[config.mk]
export PLATFORM = sky130hd
export DESIGN_NAME = pc_sequencer
export DESIGN_NICKNAME = d
export VERILOG_FILES = /design/src/rtl/pc_sequencer.sv
export SDC_FILE = /design/constraint.sdc
export NUM_CORES = 1
export LEC_CHECK = 0
export CORE_UTILIZATION = 49
export DETAILED_ROUTE_END_ITERATION = 12
export PLACE_DENSITY = 0.78
export SKIP_CTS_REPAIR_TIMING = 1
export SYNTH_ARGS = -nofsm -noshare
export SYNTH_HDL_FRONTEND = slang
export SYNTH_SLANG_ARGS = --single-unit
[constraint.sdc]
create_clock -name clk_i -period 3.7 [get_ports clk_i]
set_clock_uncertainty 0.1 [all_clocks]
set_input_delay 0.555 -clock clk_i [delete_from_list [all_inputs] [get_ports clk_i]]
set_output_delay 0.555 -clock clk_i [all_outputs]
set_load 0.1 [all_outputs]
[src/rtl/pc_sequencer.sv]
// Registered program counter with next-PC selection, stall hold, misaligned-target trap
// and a circular return-address stack that counts return mispredictions.
module pc_sequencer #(
  parameter int unsigned        ADDR_W    = 32,
  parameter logic [ADDR_W-1:0]  RESET_VEC = '0,
  parameter logic [ADDR_W-1:0]  TRAP_VEC  = ADDR_W'(32'h0000_0180),
  parameter int unsigned        RAS_DEPTH = 4,
  parameter int unsigned        CNT_W     = 8
) (
  input  logic              clk_i,
  input  logic              reset_ni,
  input  logic              stall_i,
  input  logic              branch_i,
  input  logic              zero_i,
  input  logic              jmp_i,
  input  logic              jr_i,
  input  logic              link_i,
  input  logic              ret_i,
  input  logic [ADDR_W-1:0] rs_i,
  input  logic [ADDR_W-1:0] expand_i,
  input  logic [31:0]       instruction_i,
  output logic [ADDR_W-1:0] pc_o,
  output logic [ADDR_W-1:0] pc_add4_c_o,
  output logic [ADDR_W-1:0] epc_o,
  output logic              trap_o,
  output logic              trap_err_o,
  output logic              ras_miss_o,
  output logic [CNT_W-1:0]  mis_cnt_o
);

  localparam int unsigned PTR_W  = $clog2(RAS_DEPTH);
  localparam int unsigned RCNT_W = PTR_W + 1;

  logic [ADDR_W-1:0] pc_q, pc_d;
  logic [ADDR_W-1:0] epc_q, epc_d;
  logic              trap_q, trap_d;
  logic              err_q, err_d;
  logic              miss_q, miss_d;
  logic [CNT_W-1:0]  mcnt_q, mcnt_d;
  logic [ADDR_W-1:0] ras_q [RAS_DEPTH];
  logic [ADDR_W-1:0] ras_d [RAS_DEPTH];
  logic [PTR_W-1:0]  top_q, top_d, top_inc;
  logic [RCNT_W-1:0] rcnt_q, rcnt_d;

  logic [ADDR_W-1:0] pc_add4, br_addr, j_addr, target;
  logic              misalign, take_trap, push, pop, ras_empty, pop_miss;
  logic              unused_instr;

  assign unused_instr = ^instruction_i[31:26];

  // Target calculation and priority selection: jr > jmp > taken branch > sequential
  always_comb begin
    pc_add4 = pc_q + ADDR_W'(4);
    br_addr = pc_add4 + (expand_i << 2);
    j_addr  = (pc_add4 & ~ADDR_W'(32'h0FFF_FFFF)) | ADDR_W'({instruction_i[25:0], 2'b00});
    target  = pc_add4;
    if (jmp_i || jr_i)          target = jr_i ? rs_i : j_addr;
    else if (branch_i && zero_i) target = br_addr;
  end

  assign misalign  = |target[1:0];
  assign take_trap = !stall_i && misalign;
  assign push      = jmp_i && link_i && !stall_i && !misalign;
  assign pop       = jr_i && ret_i && !stall_i && !misalign;
  assign ras_empty = (rcnt_q == '0);
  assign pop_miss  = pop && (ras_empty || (ras_q[top_q] != rs_i));
  assign top_inc   = top_q + PTR_W'(1);

  // Circular stack: a push onto a full stack wraps over the oldest entry
  always_comb begin
    ras_d  = ras_q;
    top_d  = top_q;
    rcnt_d = rcnt_q;
    if (push && pop) begin
      ras_d[top_q] = pc_add4;
      if (ras_empty) rcnt_d = RCNT_W'(1);
    end else if (push) begin
      if (ras_empty) begin
        ras_d[top_q] = pc_add4;
        rcnt_d       = RCNT_W'(1);
      end else begin
        top_d          = top_inc;
        ras_d[top_inc] = pc_add4;
        if (rcnt_q != RCNT_W'(RAS_DEPTH)) rcnt_d = rcnt_q + RCNT_W'(1);
      end
    end else if (pop && !ras_empty) begin
      top_d  = top_q - PTR_W'(1);
      rcnt_d = rcnt_q - RCNT_W'(1);
    end
  end

  always_comb begin
    pc_d   = pc_q;
    epc_d  = epc_q;
    trap_d = take_trap;
    err_d  = err_q | take_trap;
    miss_d = pop_miss;
    mcnt_d = mcnt_q;
    if (!stall_i) pc_d = take_trap ? TRAP_VEC : target;
    if (take_trap) epc_d = pc_q;
    if (pop_miss && (mcnt_q != '1)) mcnt_d = mcnt_q + CNT_W'(1);
  end

  always_ff @(posedge clk_i or negedge reset_ni) begin
    if (!reset_ni) begin
      pc_q   <= RESET_VEC;
      epc_q  <= '0;
      trap_q <= 1'b0;
      err_q  <= 1'b0;
      miss_q <= 1'b0;
      mcnt_q <= '0;
      top_q  <= '0;
      rcnt_q <= '0;
      for (int i = 0; i < int'(RAS_DEPTH); i++) ras_q[i] <= '0;
    end else begin
      pc_q   <= pc_d;
      epc_q  <= epc_d;
      trap_q <= trap_d;
      err_q  <= err_d;
      miss_q <= miss_d;
      mcnt_q <= mcnt_d;
      top_q  <= top_d;
      rcnt_q <= rcnt_d;
      ras_q  <= ras_d;
    end
  end

  assign pc_o        = pc_q;
  assign pc_add4_c_o = pc_add4;
  assign epc_o       = epc_q;
  assign trap_o      = trap_q;
  assign trap_err_o  = err_q;
  assign ras_miss_o  = miss_q;
  assign mis_cnt_o   = mcnt_q;

endmodule

==> run_results.csv <==
group,metric,value,unit
grt,use_met1,0.4368,
clock_tree,insertion_delay,530,ps
finish,ff_latch_area,5268,µm²
clock_tree,clk_pin_slew_worst_paths,60,ps
power_and_ir_drop,power_density,682.5,nW/µm²
clock_tree,clock_sinks,208,
clock_tree,cts_max_level,1,
setup_path,cp.required,3990,ps
grt,met3_usage,0.05253,
setup_path,start_kind,"flip-flop",
yosys,synthTopCellsByCount,"dfrtp_1, a21oi_1, nor2_1, nand2_1",
yosys,async_reset_ff_frac,1.000,
detailed_routing,routedWlPerCell,20.87,µm
placed_design,portBuffers,203,
detailed_routing,drc,0,
sta,rsz0062_at_grt,"true",
placed_design,routabilityCongestion,0.9113,
grt,grt_overflow_total,0,
detailed_routing,wl,39300,µm
yosys,seq_area_frac_synth,0.4350,
sta,fin_crit_sh,0.9723,
yosys,synth_top_area_cell,"dfrtp_1",
yosys,synth_flop_cell,"dfrtp_1",
power_and_ir_drop,peakVddDrop,399.6,µV
sta,fmax,278.0,MHz
floorplan,dieHeight,158.3,µm
finish,fin_area,16770,µm²
setup_path,crit_type,"flip-flop to flip-flop",
finish,multi_input_area,7022,µm²
yosys,syn-cell-area,11970,µm²
run_status,outcome,"finished clean",
finish,final_util,0.7083,
yosys,yosys_warnings,0,
finish,n_antenna_cell,0,
grt,grtUsageTotal,0.3139,
job,drv_cap,0,
detailed_routing,num_vias,11040,
finish,nets,1694,
detailed_routing,drt-initial-drc-count,863,
yosys,synth_top_area_frac,0.4350,
grt,grt_pass1_wl,59180,µm
placed_design,placed_cell_area,15610,µm²
placed_design,dp_cells,1822,
setup_path,endpoint_kind,"flip-flop",
sta,tightest_slew,1015,ps
yosys,synth_nets,1400,
hold_path,hold_path_class,"flip-flop to flip-flop",
finish,drive_gt1_frac,0.2660,
yosys,synth.most_common_cell,"dfrtp_1",
setup_path,slowest_delay,420,ps
detailed_routing,ant_nets,0,
setup_path,cp_cell_sequence,"and3_4 > and4_4 > nand3_2 > buf_12 > xor2_1 > inv_1 > ha_1 > a21o_1 > a31oi_4 > nor3b_4 > a21oi_2 > and3_1 > o21ai_1 > o31a_1 > mux2i_1 > o211ai_1",
placed_design,pre_cts_ws,-14.21,ps
clock_tree,cts_tree,"yes",
placed_design,hpwl,29040,µm
sta,hold_violations,0,
sta,slew-limit-headroom,0.3214,
floorplan,start_util,0.5053,
floorplan,rows,56,
yosys,ys_top_cells_by_area,"dfrtp_1, a21oi_1, nor2_1",
finish,final_cell_count_no_fill,1883,
clock_tree,max-clock-path-buffers,3,
detailed_routing,drtPass1Iterations,5,
floorplan,die_w,158.3,µm
detailed_routing,via_per_inst,5.865,
clock_tree,cts_root_buf,"clkbuf_16",
floorplan,io_pins,212,
grt,antenna_found_initial,0,
floorplan,core_region_area,23680,µm²
yosys,syn-instance-count,1252,
grt,grt_pass1_vias,10710,
grt,grt_max_degree,76,
setup_path,cp_max_fo,6,
yosys,yosysUniqueCellTypes,57,
sta,min_period,3597,ps
setup_path,worstPathArrival,3890,ps
finish,syn_to_final_growth,40.18,%
finish,n_fill_cell,1747,
yosys,syn_area_per_cell,9.558,µm²
yosys,synth-edff-count,0,
grt,use_met2,0.4962,
setup_path,crit_slowest_cell,"dfrtp_4",
sta,setup_viol,0,
power_and_ir_drop,power,11.45,mW
floorplan,dieArea,25050,µm²
power_and_ir_drop,leakage,7.231,nW
sta,fin_ws,102.6,ps
yosys,synth_seq_cells,208,
clock_tree,numCtsBuffers,24,
grt,top_usage_layer,"met2",
sta,slew_violations,0,
==> state kept, by name, indices dropped and copies added (netlist names) <==
| register | count |
|---|---|
| ras_q | 128 |
| epc_o | 32 |
| pc_o | 32 |
| mis_cnt_o | 8 |
| rcnt_q | 3 |
| top_q | 2 |
| ras_miss_o | 1 |
| trap_err_o | 1 |
| trap_o | 1 |
==> where the power goes <==
part	switching, mW	total (mW)	internal (mW)
Combinational	3.27	5.38	2.11
Clock	1.00	2.43	1.43
Sequential	0.550	3.65	3.10
Total	4.82	11.4	6.63
==> cells in the final DEF, fill, tap and decap left out, types with 13 or more instances in the layout <==
cell	count
a21o_1	21
a21oi_1	156
buf_4	152
clkbuf_16	24
clkdlybuf4s50_1	172
clkinvlp_4	14
dfrtp_1	184
dfrtp_4	13
ha_1	26
ha_4	15
inv_1	31
mux2_2	49
mux2i_1	22
mux4_2	24
nand2_1	73
nand3_1	24
nand4_1	16
nor2_1	162
nor3_1	14
o21ai_0	41
o221ai_1	13
xnor2_1	45
xor2_1	30
==> critical path, delay by kind of cell (launching register included) <==
family | cells | cell delay, ps
compound gates | 6 | 1000
xor+xnor | 1 | 160
fa+ha+maj | 1 | 210
buf+inv | 2 | 270
flops | 1 | 420
mux | 1 | 240
simple gates | 5 | 1070
==> kinds of logic (layout without fill, tap and decap cells) <==
group / after synthesis / in the layout / share of synthesized area
fa+ha+maj: 43 / 43 / 0.04559
simple gates: 359 / 359 / 0.1323
buf+inv: 113 / 425 / 0.03775
mux: 98 / 98 / 0.1128
xor+xnor: 92 / 92 / 0.06734
compound gates: 339 / 339 / 0.1693
flops: 208 / 208 / 0.4350
==> path summary, 6_finish.rpt <==
path,start,to,slack (ps),depth (start not counted)
max in group asynchronous,reset_ni,pc_o[17]$_DFFE_PN0N_,1990,3
min reg2reg,trap_err_o$_DFF_PN0_,trap_err_o$_DFF_PN0_,380,1
min in group asynchronous,reset_ni,ras_q[35]$_DFFE_PN0P_,500,2
max,pc_o[6]$_DFFE_PN0N_,pc_o[31]$_DFFE_PN0N_,100,16
min,trap_err_o$_DFF_PN0_,trap_err_o$_DFF_PN0_,380,1
max reg2reg,pc_o[6]$_DFFE_PN0N_,pc_o[31]$_DFFE_PN0N_,100,16
==> routing by layer <==
metal	vias up	part of all wire
met5	-	0
met4	0	0.040
met3	105	0.083
met2	497	0.46
met1	5387	0.42
li1	5055	-
==> cell type report <==
class	instances	share of cell area
Multi-Input combinational cell	931	0.4186
Sequential cell	208	0.3140
Timing Repair Buffer	335	0.1823
Clock buffer	32	0.03998
Tap cell	319	0.02379
Inverter	46	0.01343
Clock inverter	12	0.007906
==> per-stage QoR <==
stage / hold slack, ps / TNS [ps]
3_3_place_gp: 355.9 / 0
3_5_place_dp: 363.3 / -14.21
4_1_cts: -45.73 / -35.00
2_1_floorplan: 159.4 / -5030
5_1_grt: 395.3 / -126.8
6_report: 382.4 / 0
Note: power is estimated with default switching activity, not from simulation.
